===== src/rtl/lcd_timing_pkg.sv =====
// Shared LCD timing definitions for the pixel writer and the pixel reader.
// Holds the default panel geometry, the colour channel width, the reader
// state encoding and the idle levels of the interface control lines.
package lcd_timing_pkg;

    localparam int HOR_PIX_DEF = 480;
    localparam int VER_PIX_DEF = 272;
    localparam int RGB_W       = 8;

    // dclk + hsync + vsync + den + three colour channels
    localparam int BUS_W = 4 + 3 * RGB_W;

    localparam logic DCLK_IDLE  = 1'b0;
    localparam logic HSYNC_IDLE = 1'b1;
    localparam logic VSYNC_IDLE = 1'b1;
    localparam logic DEN_IDLE   = 1'b0;

    typedef enum logic {
        SEEK,
        FRAME
    } state_t;

endpackage


===== src/rtl/lcd_pixel_reader_if.sv =====
// Parallel RGB LCD bus between the pixel writer (master) and the reader
// (slave).
//   lcd_dclk                         pixel clock, gated between frames
//   lcd_hsync / lcd_vsync            active-low line / frame sync
//   lcd_den                          active-high data enable
//   lcd_red / lcd_green / lcd_blue   pixel data
interface lcd_pixel_reader_if;
    import lcd_timing_pkg::*;

    logic             lcd_dclk;
    logic             lcd_hsync;
    logic             lcd_vsync;
    logic             lcd_den;
    logic [RGB_W-1:0] lcd_red;
    logic [RGB_W-1:0] lcd_green;
    logic [RGB_W-1:0] lcd_blue;

    modport master (
        output lcd_dclk, lcd_hsync, lcd_vsync, lcd_den,
        output lcd_red, lcd_green, lcd_blue
    );

    modport slave (
        input lcd_dclk, lcd_hsync, lcd_vsync, lcd_den,
        input lcd_red, lcd_green, lcd_blue
    );

endinterface


===== src/rtl/lcd_input_sync.sv =====
// Two-flop bus synchronizer with a per-bit reset value.
//   clk     destination clock
//   rst_n   asynchronous active-low reset (flops load RST_VAL)
//   d       asynchronous input bus
//   q       synchronized bus, two clk cycles after d
module lcd_input_sync #(
    parameter int               WIDTH   = 1,
    parameter logic [WIDTH-1:0] RST_VAL = '0
) (
    input  logic             clk,
    input  logic             rst_n,
    input  logic [WIDTH-1:0] d,
    output logic [WIDTH-1:0] q
);

    logic [WIDTH-1:0] s1;

    always_ff @(posedge clk or negedge rst_n) begin
        if (!rst_n) begin
            s1 <= RST_VAL;
            q  <= RST_VAL;
        end else begin
            s1 <= d;
            q  <= s1;
        end
    end

endmodule


===== src/rtl/lcd_pixel_reader.sv =====
// Receive side of the parallel RGB LCD interface. Oversamples the bus in
// clk_48mhz, samples on the synchronized dclk falling edge, rebuilds pixel
// coordinates and flags malformed line/frame geometry.
//   clk_48mhz, reset_n        system clock, async active-low reset
//   lcd                       LCD bus (slave modport)
//   err_clear                 one-cycle pulse clearing both sticky errors
//   pixel_rgb/x/y, pixel_valid  captured pixel and its one-cycle strobe
//   frame_start, frame_done   frame boundary / good-frame pulses
//   line_err, frame_err       sticky geometry errors
module lcd_pixel_reader
    import lcd_timing_pkg::*;
#(
    parameter int HOR_PIX = HOR_PIX_DEF,
    parameter int VER_PIX = VER_PIX_DEF,
    parameter int COORD_W = 16
) (
    input  logic                 clk_48mhz,
    input  logic                 reset_n,
    lcd_pixel_reader_if.slave    lcd,
    input  logic                 err_clear,
    output logic [3*RGB_W-1:0]   pixel_rgb,
    output logic [COORD_W-1:0]   pixel_x,
    output logic [COORD_W-1:0]   pixel_y,
    output logic                 pixel_valid,
    output logic                 frame_start,
    output logic                 frame_done,
    output logic                 line_err,
    output logic                 frame_err
);

    localparam logic [COORD_W-1:0] HOR_C    = COORD_W'(HOR_PIX);
    localparam logic [COORD_W-1:0] VER_C    = COORD_W'(VER_PIX);
    localparam logic [COORD_W-1:0] VER_LAST = COORD_W'(VER_PIX - 1);
    localparam logic [BUS_W-1:0]   SYNC_RST =
        {DCLK_IDLE, HSYNC_IDLE, VSYNC_IDLE, DEN_IDLE, {(3*RGB_W){1'b0}}};

    function automatic logic [COORD_W-1:0] sat_inc(input logic [COORD_W-1:0] v);
        return (v == '1) ? v : v + COORD_W'(1);
    endfunction

    logic [BUS_W-1:0]     bus_raw, bus_s;
    logic                 dclk_s2, dclk_s3, hsync_s, vsync_s, den_s, sample;
    logic [3*RGB_W-1:0]   rgb_s;

    assign bus_raw = {lcd.lcd_dclk, lcd.lcd_hsync, lcd.lcd_vsync, lcd.lcd_den,
                      lcd.lcd_red, lcd.lcd_green, lcd.lcd_blue};

    lcd_input_sync #(
        .WIDTH   (BUS_W),
        .RST_VAL (SYNC_RST)
    ) u_sync (
        .clk   (clk_48mhz),
        .rst_n (reset_n),
        .d     (bus_raw),
        .q     (bus_s)
    );

    assign {dclk_s2, hsync_s, vsync_s, den_s, rgb_s} = bus_s;

    always_ff @(posedge clk_48mhz or negedge reset_n) begin
        if (!reset_n) dclk_s3 <= DCLK_IDLE;
        else          dclk_s3 <= dclk_s2;
    end

    // dclk falling edge: mid-eye for data launched on the rising edge
    assign sample = !dclk_s2 && dclk_s3;

    state_t               state, state_n;
    logic [COORD_W-1:0]   x, x_n, y, y_n, lines_done, lines_n;
    logic                 prev_den, prev_den_n, prev_vsync, prev_vsync_n;
    logic                 frame_bad, bad_n;
    logic                 set_line, set_frame, boundary;
    logic                 valid_n, fstart_n, fdone_n, line_err_n, frame_err_n;
    logic [3*RGB_W-1:0]   rgb_n;
    logic [COORD_W-1:0]   px_n, py_n;

    always_ff @(posedge clk_48mhz or negedge reset_n) begin
        if (!reset_n) begin
            state       <= SEEK;
            x           <= '0;
            y           <= '0;
            lines_done  <= '0;
            prev_den    <= DEN_IDLE;
            prev_vsync  <= VSYNC_IDLE;
            frame_bad   <= 1'b0;
            pixel_rgb   <= '0;
            pixel_x     <= '0;
            pixel_y     <= '0;
            pixel_valid <= 1'b0;
            frame_start <= 1'b0;
            frame_done  <= 1'b0;
            line_err    <= 1'b0;
            frame_err   <= 1'b0;
        end else begin
            state       <= state_n;
            x           <= x_n;
            y           <= y_n;
            lines_done  <= lines_n;
            prev_den    <= prev_den_n;
            prev_vsync  <= prev_vsync_n;
            frame_bad   <= bad_n;
            pixel_rgb   <= rgb_n;
            pixel_x     <= px_n;
            pixel_y     <= py_n;
            pixel_valid <= valid_n;
            frame_start <= fstart_n;
            frame_done  <= fdone_n;
            line_err    <= line_err_n;
            frame_err   <= frame_err_n;
        end
    end

    always_comb begin
        state_n      = state;
        x_n          = x;
        y_n          = y;
        lines_n      = lines_done;
        prev_den_n   = prev_den;
        prev_vsync_n = prev_vsync;
        bad_n        = frame_bad;
        set_line     = 1'b0;
        set_frame    = 1'b0;
        boundary     = 1'b0;
        valid_n      = 1'b0;
        fstart_n     = 1'b0;
        fdone_n      = 1'b0;
        rgb_n        = pixel_rgb;
        px_n         = pixel_x;
        py_n         = pixel_y;

        if (sample) begin
            prev_den_n   = den_s;
            prev_vsync_n = vsync_s;
            unique case (state)
                SEEK: begin
                    if (!vsync_s) begin
                        state_n  = FRAME;
                        x_n      = '0;
                        y_n      = '0;
                        lines_n  = '0;
                        bad_n    = 1'b0;
                        fstart_n = 1'b1;
                    end
                end
                FRAME: begin
                    // Steps are applied in order on x_n/y_n so a pixel in
                    // the vsync sample lands at (0,0).
                    if (!vsync_s && prev_vsync) begin
                        boundary  = 1'b1;
                        set_frame = (lines_done != VER_C);
                        x_n       = '0;
                        y_n       = '0;
                        lines_n   = '0;
                        bad_n     = 1'b0;
                        fstart_n  = 1'b1;
                    end
                    if (!hsync_s) x_n = '0;
                    if (den_s) begin
                        if (x_n < HOR_C) begin
                            if (y_n < VER_C) begin
                                valid_n = 1'b1;
                                rgb_n   = rgb_s;
                                px_n    = x_n;
                                py_n    = y_n;
                            end
                            x_n = sat_inc(x_n);
                        end else begin
                            set_line = 1'b1;
                            bad_n    = 1'b1;
                        end
                        if (y_n >= VER_C) begin
                            set_frame = 1'b1;
                            bad_n     = 1'b1;
                        end
                    end else if (prev_den && !boundary) begin
                        // End of line is judged on the registered x, so an
                        // hsync arriving with the den fall does not mask it.
                        // A den fall coinciding with vsync belongs to the
                        // discarded frame and is not counted.
                        if (x != HOR_C) begin
                            set_line = 1'b1;
                            bad_n    = 1'b1;
                        end
                        fdone_n = (y == VER_LAST) && !frame_bad && (x == HOR_C);
                        x_n     = '0;
                        y_n     = sat_inc(y);
                        lines_n = sat_inc(lines_done);
                    end
                end
                default: state_n = SEEK;
            endcase
        end

        // set takes priority over a simultaneous clear
        line_err_n  = (line_err  && !err_clear) || set_line;
        frame_err_n = (frame_err && !err_clear) || set_frame;
    end

endmodule


===== src/flat_wrapper.sv =====
// flat-port wrapper written by rule: the top's interface ports become plain ports
module lcd_pixel_reader_flat import lcd_timing_pkg::*;
#(
    parameter int HOR_PIX = HOR_PIX_DEF,
    parameter int VER_PIX = VER_PIX_DEF,
    parameter int COORD_W = 16
)
  (clk_48mhz, reset_n, err_clear, pixel_rgb, pixel_x, pixel_y, pixel_valid, frame_start, frame_done, line_err, frame_err, lcd_lcd_dclk, lcd_lcd_hsync, lcd_lcd_vsync, lcd_lcd_den, lcd_lcd_red, lcd_lcd_green, lcd_lcd_blue);
  lcd_pixel_reader_if lcd_i ();
  input  logic clk_48mhz;
  input  logic reset_n;
  input  logic err_clear;
  output logic [3*RGB_W-1:0] pixel_rgb;
  output logic [COORD_W-1:0] pixel_x;
  output logic [COORD_W-1:0] pixel_y;
  output logic pixel_valid;
  output logic frame_start;
  output logic frame_done;
  output logic line_err;
  output logic frame_err;
  input wire logic [$bits(lcd_i.lcd_dclk)-1:0] lcd_lcd_dclk;
  input wire logic [$bits(lcd_i.lcd_hsync)-1:0] lcd_lcd_hsync;
  input wire logic [$bits(lcd_i.lcd_vsync)-1:0] lcd_lcd_vsync;
  input wire logic [$bits(lcd_i.lcd_den)-1:0] lcd_lcd_den;
  input wire logic [$bits(lcd_i.lcd_red)-1:0] lcd_lcd_red;
  input wire logic [$bits(lcd_i.lcd_green)-1:0] lcd_lcd_green;
  input wire logic [$bits(lcd_i.lcd_blue)-1:0] lcd_lcd_blue;
  assign lcd_i.lcd_dclk = lcd_lcd_dclk;
  assign lcd_i.lcd_hsync = lcd_lcd_hsync;
  assign lcd_i.lcd_vsync = lcd_lcd_vsync;
  assign lcd_i.lcd_den = lcd_lcd_den;
  assign lcd_i.lcd_red = lcd_lcd_red;
  assign lcd_i.lcd_green = lcd_lcd_green;
  assign lcd_i.lcd_blue = lcd_lcd_blue;
  lcd_pixel_reader #(.HOR_PIX(HOR_PIX), .VER_PIX(VER_PIX), .COORD_W(COORD_W)) u_core (.clk_48mhz(clk_48mhz), .reset_n(reset_n), .lcd(lcd_i), .err_clear(err_clear), .pixel_rgb(pixel_rgb), .pixel_x(pixel_x), .pixel_y(pixel_y), .pixel_valid(pixel_valid), .frame_start(frame_start), .frame_done(frame_done), .line_err(line_err), .frame_err(frame_err));
endmodule

===== config.mk =====
export PLATFORM = sky130hd
export DESIGN_NAME = lcd_pixel_reader_flat
export DESIGN_NICKNAME = d
export VERILOG_FILES = /design/src/rtl/lcd_timing_pkg.sv /design/src/rtl/lcd_pixel_reader_if.sv /design/src/rtl/lcd_input_sync.sv /design/src/rtl/lcd_pixel_reader.sv /design/src/flat_wrapper.sv
export SDC_FILE = /design/constraint.sdc
export NUM_CORES = 1
export LEC_CHECK = 0
export ABC_AREA = 0
export CORE_MARGIN = 2
export CORE_UTILIZATION = 50
export DETAILED_ROUTE_END_ITERATION = 8
export PLACE_DENSITY = 0.73
export SYNTH_ARGS = -nofsm -noshare
export SYNTH_HDL_FRONTEND = slang
export SYNTH_SLANG_ARGS = --single-unit
export TNS_END_PERCENT = 5

===== constraint.sdc =====
create_clock -name clk_48mhz -period 2.5 [get_ports clk_48mhz]
set_input_delay 0.75 -clock clk_48mhz [delete_from_list [all_inputs] [get_ports clk_48mhz]]
set_output_delay 0.75 -clock clk_48mhz [all_outputs]
set_load 0.03 [all_outputs]

==> metrics.yaml, run 1 <==
worst_setup_path:
  max_stage_delay_ns: 0.57
  worstSetupStartpointType: "flop"
  path_cells: "or4_4 -> a2111oi_4 -> o221ai_4 -> buf_12 -> mux2_4"
  r2r-end: "u_core.pixel_rgb[15]"
  crit_fanout: 73
  path_class: "reg -> reg"
  r2r.worst_path.cells: 5
  worst_ep_required_time_ns: 2.80
  reg2reg_from: "u_core.y[5]"
  slowest_stage: "or4_4"
  reg2reg_slack_ns: 0.17
  cp.arrival_ns: 2.63
  cp-end-kind: "flop"
layout:
  nFillCells: 970
  nNetsFinal: 700
  final_util: 0.651
  final_cell_mix: "dfrtp_1 (165), clkdlybuf4s50_1 (90), nand2_1 (73), o21ai_0 (36), and2_1 (24)"
  drive_gt1_frac: 0.136
  n_antenna_cell: 0
  multi_input_area_um2: 2320
  area_growth_pct: 27.7
  regArea_um2: 4260
  final_common_cell: "dfrtp_1"
floorplan:
  fp.dieH_um: 120
  core_area_um2: 13100
  initial_core_util: 0.510
  die_area_um2: 14300
  die_width_um: 120
  num_rows: 42
  num_io_pins: 92
drt:
  first_iter_violations: 401
  ant_nets: 0
  routed_wl_um: 14200
  drc: 0
  viasPerCell: 5.44
  wl_per_cell_um: 16.7
  vias: 4641
  firstDrtPassIters: 4
synth:
  syn_nets: 586
  synth_seq_area_share: 0.636
  synth_edf_count: 0
  synth-seq-cells: 170
  syn_inst: 551
  synth_area_per_cell_um2: 12.2
  synth.distinct_cells: 53
  synth-compound-area-share: 0.0837
  synth_adder_area_share: 0.00747
  synth_top_family_by_area: "simple AND/OR/NAND/NOR gates"
  yosys.area_share.simple: 0.178
  synth_warnings: 0
  async_flop_share: 1.00
  synthMuxAreaShare: 0.0626
  syn_area_um2: 6700
  ys.flop_type: "dfrtp_1"
  synthXorXnorAreaFrac: 0.0131
placed_design:
  gp_congestion: 0.879
  dp_hpwl_um: 9520
  io_buffers: 91
flow_run:
  maxCapViolCount: 0
timing:
  fmax_mhz: 429
  relSlewSlack: 0.618
  setup_violations: 0
  finalHoldViolations: 0
  skew_ns: 0.00919
  rsz0062_at_grt: "false"
  fin_setup_tns_ns: 0
  maxSlewViolCount: 0
  worst_slew_pin_slew_ns: 0.572
  period_minus_slack_ns: 2.33
  fin_crit_sh: 0.932
clock_network:
  cts_buffers: 17
  cts_num_sinks: 170
  clock_latency_ns: 0.42
  cts_hold_buf: 0
  htree_levels: 4
  clk_pin_slew_worst_paths_ns: 0.06
  clockBufferDepth: 2
  cts_root_buf: "clkbuf_16"
  cts_tree: "built"
  post_cts_resized: 0
  cts_setup_buffers: 0
global_route:
  grt_pass1_wl_um: 23600
  grt_pass1_vias: 4608
  antenna_found_initial: 0
  grt_max_degree: 74
  grt_usage: 0.211
  gr-total-overflow: 0
power_and_ir_drop:
  p_comb_frac: 0.142
  switching_share: 0.256
  p_seq_frac: 0.462
  peakVddDrop_mv: 0.448
  power_density_nw_per_um2: 784
  p_leak_nw: 3.87
  p_int_w: 0.00499
  p_clk_frac: 0.396
  p_switching_w: 0.00172
min_path:
  min_path_type: "in -> async"
status:
  status: "complete, no violations"
[stage by stage]
step / instances / area, µm² / power (W) / hold WS, ns / setup slack (ns)
6_report: 853 / 8550 / 0.00670 / 0.294 / 0.170
5_1_grt: 853 / 8550 / 0.00698 / 0.324 / 0.0509
4_1_cts: 853 / 8550 / 0.00678 / 0.301 / 0.172
3_5_place_dp: 822 / 7950 / 0.00410 / 0.335 / 0.193
2_1_floorplan: 551 / 6700 / 0.00364 / 0.331 / 0.268
3_3_place_gp: 822 / 7950 / 0.00407 / 0.332 / 0.209
[worst max path at each step]
stage                             start                    end  slack [ns]  cells past startpoint
finish                      u_core.y[5]   u_core.pixel_rgb[15]        0.17                      5
global route        u_core.u_sync.q[27]  u_core.lines_done[15]        0.05                      5
CTS                 u_core.u_sync.q[27]  u_core.lines_done[15]        0.17                      5
detailed placement  u_core.u_sync.q[27]  u_core.lines_done[15]        0.19                      5
global placement    u_core.u_sync.q[27]  u_core.lines_done[15]        0.21                      5
floorplan                   u_core.y[5]   u_core.pixel_rgb[23]        0.27                      5
[routing by layer]
layer,up-vias,share of wire,GRT usage
met3,8,0.051,0.0447
li1,2193,-,-
met5,-,0,0
met2,149,0.47,0.316
met1,2291,0.47,0.308
met4,0,0.011,0.0750
[cell usage after synthesis, drive strengths merged (8+ instances only)]
library cell,count,area share
or3,8,0.0075
o211ai,12,0.013
inv,12,0.0067
nor2,21,0.012
mux2,26,0.057
dfrtp,165,0.62
or4,15,0.018
a21oi,12,0.0090
nand3,22,0.016
o21ai,38,0.028
nand2,73,0.041
clkbuf,11,0.0062
and2,25,0.023
nor3,12,0.0090
and3,11,0.010
[area by class of cell]
cell class | count | share of cell area
flip-flops and latches | 170 | 0.498
repair buffers | 110 | 0.129
multi-input cells | 354 | 0.272
well taps | 176 | 0.0258
clock inverters | 13 | 0.0198
clock buffers | 18 | 0.0502
inverters | 12 | 0.00527
[critical path, delay by kind of cell (launching register included)]
family	cells	cell delay [ns]
buffers and inverters	1	0.24
muxes	1	0.33
and+or+nand+nor	1	0.57
DFF	1	0.43
AOI/OAI and AO/OA	2	0.61
[flip-flops by register name, indices dropped and copies added (netlist names), 16 cells and up]
register,count
u_core.u_sync.s1,28
u_core.lines_done,16
u_core.pixel_y,16
u_core.y,16
u_core.pixel_rgb,24
u_core.x,16
u_core.u_sync.q,28
u_core.pixel_x,16
[power groups by stage]
stage | clock network (W) | logic (W) | registers [W]
after CTS | 0.00272 | 0.000962 | 0.00310
after floorplan | 0 | 0.000292 | 0.00335
after detailed placement | 0 | 0.000954 | 0.00314
final | 0.00266 | 0.000951 | 0.00310
after global routing | 0.00285 | 0.00102 | 0.00312
after global placement | 0 | 0.000939 | 0.00313
[kinds of logic (layout without fill, tap and decap cells)]
kind of cell | Yosys count | in the layout
AOI/OAI and AO/OA | 86 | 86
xor gates and xnor gates | 10 | 10
adders and majority gates | 4 | 4
buffers and inverters | 27 | 153
DFF | 170 | 170
muxes | 30 | 30
and+or+nand+nor | 224 | 224
No activity file was read; power rests on OpenSTA's default activity.
==> inputs of run 2 (changes only) <==
- SETUP_SLACK_MARGIN: default -> 0.2
==> run 2 against run 1 <==
Clock-buffer cell count is the same. Clock power barely moved. Wire length rose by 4.0%. Die area did not move. Clock skew grew 0.0037 ns. Sequential power is essentially flat. Final cell count grew 0.35%. Maximum frequency increased by 1.7%. Global-route usage increased by 0.43 points. Critical path type is now reg -> out.
==> metrics.yaml, run 2 (synthesized netlist as in run 1, its figures left out) <==
worst_setup_path:
  crit_buf_inv: 1
  worst_ep_required_time_ns: 1.75
  worstSetupStartpointType: "flop"
  crit_family: "buffers and inverters"
  slowest_stage: "clkdlybuf4s50_1"
  reg2reg_from: "u_core.u_sync.q[27]"
  cp.arrival_ns: 1.54
  crit_fanout: 2
  reg2reg_slack_ns: 0.22
  max_stage_delay_ns: 0.73
  path_cells: "clkdlybuf4s50_1"
  cp-end-kind: "primary output"
  worstSetupPathDepth: 1
  crit_end: "pixel_x[1]"
  r2r-end: "u_core.lines_done[11]"
  r2r.worst_path.cells: 6
  critPathLaunch: "u_core.pixel_x[1]"
  path_class: "reg -> out"
clock_network:
  cts_buffers: 17
  htree_levels: 4
  cts_root_buf: "clkbuf_16"
  cts_hold_buf: 0
  clock_latency_ns: 0.43
  clk_pin_slew_worst_paths_ns: 0.06
  clockBufferDepth: 2
  cts_tree: "built"
  cts_num_sinks: 170
drt:
  wl_per_cell_um: 17.3
  first_iter_violations: 373
  firstDrtPassIters: 4
  viasPerCell: 5.46
  drc: 0
  ant_nets: 0
  routed_wl_um: 14800
  vias: 4676
layout:
  area_growth_pct: 28.9
  final_area_um2: 8630
  final_cell_mix: "dfrtp_1 (165), clkdlybuf4s50_1 (90), nand2_1 (73), o21ai_0 (36), and2_1 (24)"
  nNetsFinal: 703
  largestRegisters: "u_core.u_sync.q (28), u_core.u_sync.s1 (28), u_core.pixel_rgb (24)"
  drive_gt1_frac: 0.143
  final_common_cell: "dfrtp_1"
  instances_no_fill: 856
  n_antenna_cell: 0
floorplan:
  die_width_um: 120
  initial_core_util: 0.510
  fp.dieH_um: 120
  num_io_pins: 92
  die_area_um2: 14300
  num_rows: 42
  core_area_um2: 13100
flow_run:
  maxCapViolCount: 0
power_and_ir_drop:
  p_leak_nw: 3.91
  peakVddDrop_mv: 0.445
  power_density_nw_per_um2: 780
timing:
  period_minus_slack_ns: 2.29
  fin_setup_tns_ns: 0
  finalWorstSetupSlack_ns: 0.209
  fmax_mhz: 436
  fin_crit_sh: 0.917
  relSlewSlack: 0.621
  finalHoldViolations: 0
  skew_ns: 0.0129
  worst_slew_pin_slew_ns: 0.567
  rsz0062_at_grt: "true"
  setup_violations: 0
  maxSlewViolCount: 0
  hold-worst-slack_ns: 0.283
placed_design:
  io_buffers: 91
  pre_cts_ws_ns: 0.193
  gp_congestion: 0.879
  dp_hpwl_um: 9520
  dp_cells: 822
  placed_area_um2: 7950
global_route:
  grt_pass1_vias: 4678
  grt_usage: 0.215
  grt_max_degree: 57
  grt_pass1_wl_um: 24000
  antenna_found_initial: 0
  gr-total-overflow: 0
min_path:
  min_path_type: "in -> async"
status:
  status: "complete, no violations"
## run 2: worst min-delay path by stage
| stage | to | start | slack (ns) | cells past startpoint |
|---|---|---|---|---|
| 3_5_place_dp | u_core.u_sync.q[16] | u_core.u_sync.s1[16] | 0.33 | 0 |
| 5_1_grt | u_core.pixel_rgb[3] | reset_n | 0.33 | 1 |
| 6_report | u_core.pixel_rgb[3] | reset_n | 0.28 | 1 |
| 2_1_floorplan | u_core.u_sync.q[0] | u_core.u_sync.s1[0] | 0.33 | 0 |
| 3_3_place_gp | u_core.u_sync.q[8] | u_core.u_sync.s1[8] | 0.33 | 0 |
| 4_1_cts | u_core.pixel_rgb[3] | reset_n | 0.30 | 1 |
## run 2: through the flow
step	util	total power [W]
after floorplan	-	0.00364
after global placement	0.605	0.00407
after detailed placement	0.605	0.00410
after CTS	0.653	0.00679
after global routing	0.657	0.00700
final	0.657	0.00674
## run 2: routing by layer
metal	global-route usage	vias to the layer above	routed length [µm]
met4	0.0772	0	151
li1	-	2193	-
met2	0.329	133	7070
met5	0	-	0
met1	0.307	2338	6860
met3	0.0456	12	709
## run 2: power breakdown
| part | total, W | leakage, nW | internal, W | switching, W |
|---|---|---|---|---|
| Clock | 0.00268 | 0.285 | 0.00158 | 0.00110 |
| Sequential | 0.00310 | 2.17 | 0.00296 | 0.000138 |
| Combinational | 0.000963 | 1.46 | 0.000457 | 0.000506 |
## run 2: area by class of cell
type	count	area [µm²]
inverters	12	45.0
clock buffers	18	429
multi-input cells	354	2330
well taps	176	220
flip-flops and latches	170	4260
repair buffers	113	1180
fillers	961	4500
clock inverters	13	169
## run 2: timing repair
action	CTS	global route
cloned	1	1
buffers inserted	0	1
endpoints found under the setup margin	26	41
pin swaps	1	3
gates resized for setup	1	1
==> inputs of run 3 (changes only) <==
- PLACE_DENSITY: 0.73 -> default
- PLACE_DENSITY_LB_ADDON: default -> 0.15
==> run 3 against run 2 <==
Setup slack better by 0.0046 ns. Maximum frequency is 0.20% higher. Via count rose by 3.0%. Non-clock buffer count grew 6. Core utilization rose by 0.13 points. Die area unchanged. Critical path depth rose by 4. Clock power decreased by 3%. Largest cell class unchanged.
==> metrics.yaml, run 3 (synthesized netlist as in run 1, its figures left out) <==
clock_network:
  clockBufferDepth: 2
  clk_pin_slew_worst_paths_ns: 0.06
  htree_levels: 4
  cts_tree: "built"
  cts_buffers: 17
  clock_latency_ns: 0.42
  cts_num_sinks: 170
  cts_root_buf: "clkbuf_16"
status:
  status: "complete, no violations"
layout:
  final_util: 0.658
  final_common_cell: "dfrtp_1"
  final_cell_mix: "dfrtp_1 (165), clkdlybuf4s50_1 (90), nand2_1 (73), o21ai_0 (36)"
  nNetsFinal: 710
  area_growth_pct: 29.2
  n_antenna_cell: 0
  drive_gt1_frac: 0.153
  largestRegisters: "u_core.u_sync.q (28), u_core.u_sync.s1 (28), u_core.pixel_rgb (24)"
  nFillCells: 988
timing:
  fmax_mhz: 437
  worst_slew_pin_slew_ns: 0.618
  fin_setup_tns_ns: 0
  skew_ns: 0.00659
  rsz0062_at_grt: "true"
  maxSlewViolCount: 0
  finalWorstSetupSlack_ns: 0.213
  period_minus_slack_ns: 2.29
  setup_violations: 0
  finalHoldViolations: 0
  fin_crit_sh: 0.915
  relSlewSlack: 0.588
global_route:
  grt_usage: 0.220
  antenna_found_initial: 0
  grt_pass1_vias: 4836
  gr-total-overflow: 0
  grt_max_degree: 67
  grt_pass1_wl_um: 24500
floorplan:
  die_width_um: 120
  num_rows: 42
  core_area_um2: 13100
  die_area_um2: 14300
  fp.dieH_um: 120
  initial_core_util: 0.510
  num_io_pins: 92
power_and_ir_drop:
  switching_share: 0.261
  p_int_w: 0.00493
  power_density_nw_per_um2: 772
  p_leak_nw: 3.93
  peakVddDrop_mv: 0.559
  p_seq_frac: 0.464
  p_total_w: 0.00668
  p_switching_w: 0.00174
  p_comb_frac: 0.145
  p_clk_frac: 0.391
drt:
  firstDrtPassIters: 4
  routed_wl_um: 14800
  viasPerCell: 5.57
  vias: 4815
  ant_nets: 0
  wl_per_cell_um: 17.1
  first_iter_violations: 329
  drc: 0
placed_design:
  io_buffers: 91
  gp_congestion: 0.885
  dp_hpwl_um: 9990
  pre_cts_ws_ns: 0.156
worst_setup_path:
  worst_ep_required_time_ns: 2.80
  r2r-end: "u_core.pixel_rgb[4]"
  crit_end: "u_core.pixel_rgb[4]"
  reg2reg_from: "u_core.y[5]"
  cp-end-kind: "flop"
  worstSetupStartpointType: "flop"
  crit_fanout: 37
  path_class: "reg -> reg"
  cp.arrival_ns: 2.59
  r2r.worst_path.cells: 5
  reg2reg_slack_ns: 0.21
  critPathLaunch: "u_core.y[5]"
flow_run:
  maxCapViolCount: 0
min_path:
  min_path_type: "in -> async"
-- run 3: area by class of cell --
cell class,count,area (µm²),area share
Sequential cell,170,4260,0.492
Clock buffer,18,439,0.0508
Clock inverter,14,161,0.0187
Timing Repair Buffer,119,1180,0.137
Inverter,12,45.0,0.00521
Multi-Input combinational cell,355,2340,0.270
Tap cell,176,220,0.0255
-- run 3: critical path, cell delays in order (launching register included) --
cell	delay, ns
dfrtp_1	0.43
or4_4	0.58
a2111oi_4	0.39
o221ai_4	0.20
buf_12	0.23
mux2_4	0.33
-- run 3: power groups by stage --
stage	clock network (W)	logic (W)	registers, W
2_1_floorplan	0	0.000292	0.00335
3_3_place_gp	0	0.000947	0.00313
3_5_place_dp	0	0.000965	0.00314
4_1_cts	0.00267	0.000978	0.00309
5_1_grt	0.00279	0.00104	0.00312
6_report	0.00261	0.000968	0.00309
-- run 3: how the worst min path moves through the flow --
stage / from / endpoint / slack (ns)
2_1_floorplan: u_core.u_sync.s1[0] / u_core.u_sync.q[0] / 0.33
3_3_place_gp: u_core.u_sync.s1[14] / u_core.u_sync.q[14] / 0.33
3_5_place_dp: u_core.u_sync.s1[16] / u_core.u_sync.q[16] / 0.33
4_1_cts: reset_n / u_core.u_sync.q[6] / 0.33
5_1_grt: reset_n / u_core.u_sync.q[6] / 0.35
6_report: reset_n / u_core.u_sync.q[6] / 0.31
-- run 3: through the flow --
stage	cell area, µm²	std cells	hold slack (ns)
after floorplan	6700	551	0.331
after global placement	7990	828	0.331
after detailed placement	7990	828	0.335
after CTS	8620	861	0.327
after global routing	8650	864	0.349
final	8650	864	0.309
-- run 3: routing by layer --
layer,track usage,vias up,share of wire
li1,-,2198,-
met1,0.303,2409,0.45
met2,0.343,181,0.48
met3,0.0523,27,0.054
met4,0.0794,0,0.017
met5,0,-,0
-- run 3: repair_timing --
action,4_1_cts,5_1_grt
gates cloned,1,1
buffers inserted,0,2
hold endpoints to repair,0,0
pin swaps,1,1
hold buffers,0,0
setup endpoints to repair,27,45
resized for setup,0,2
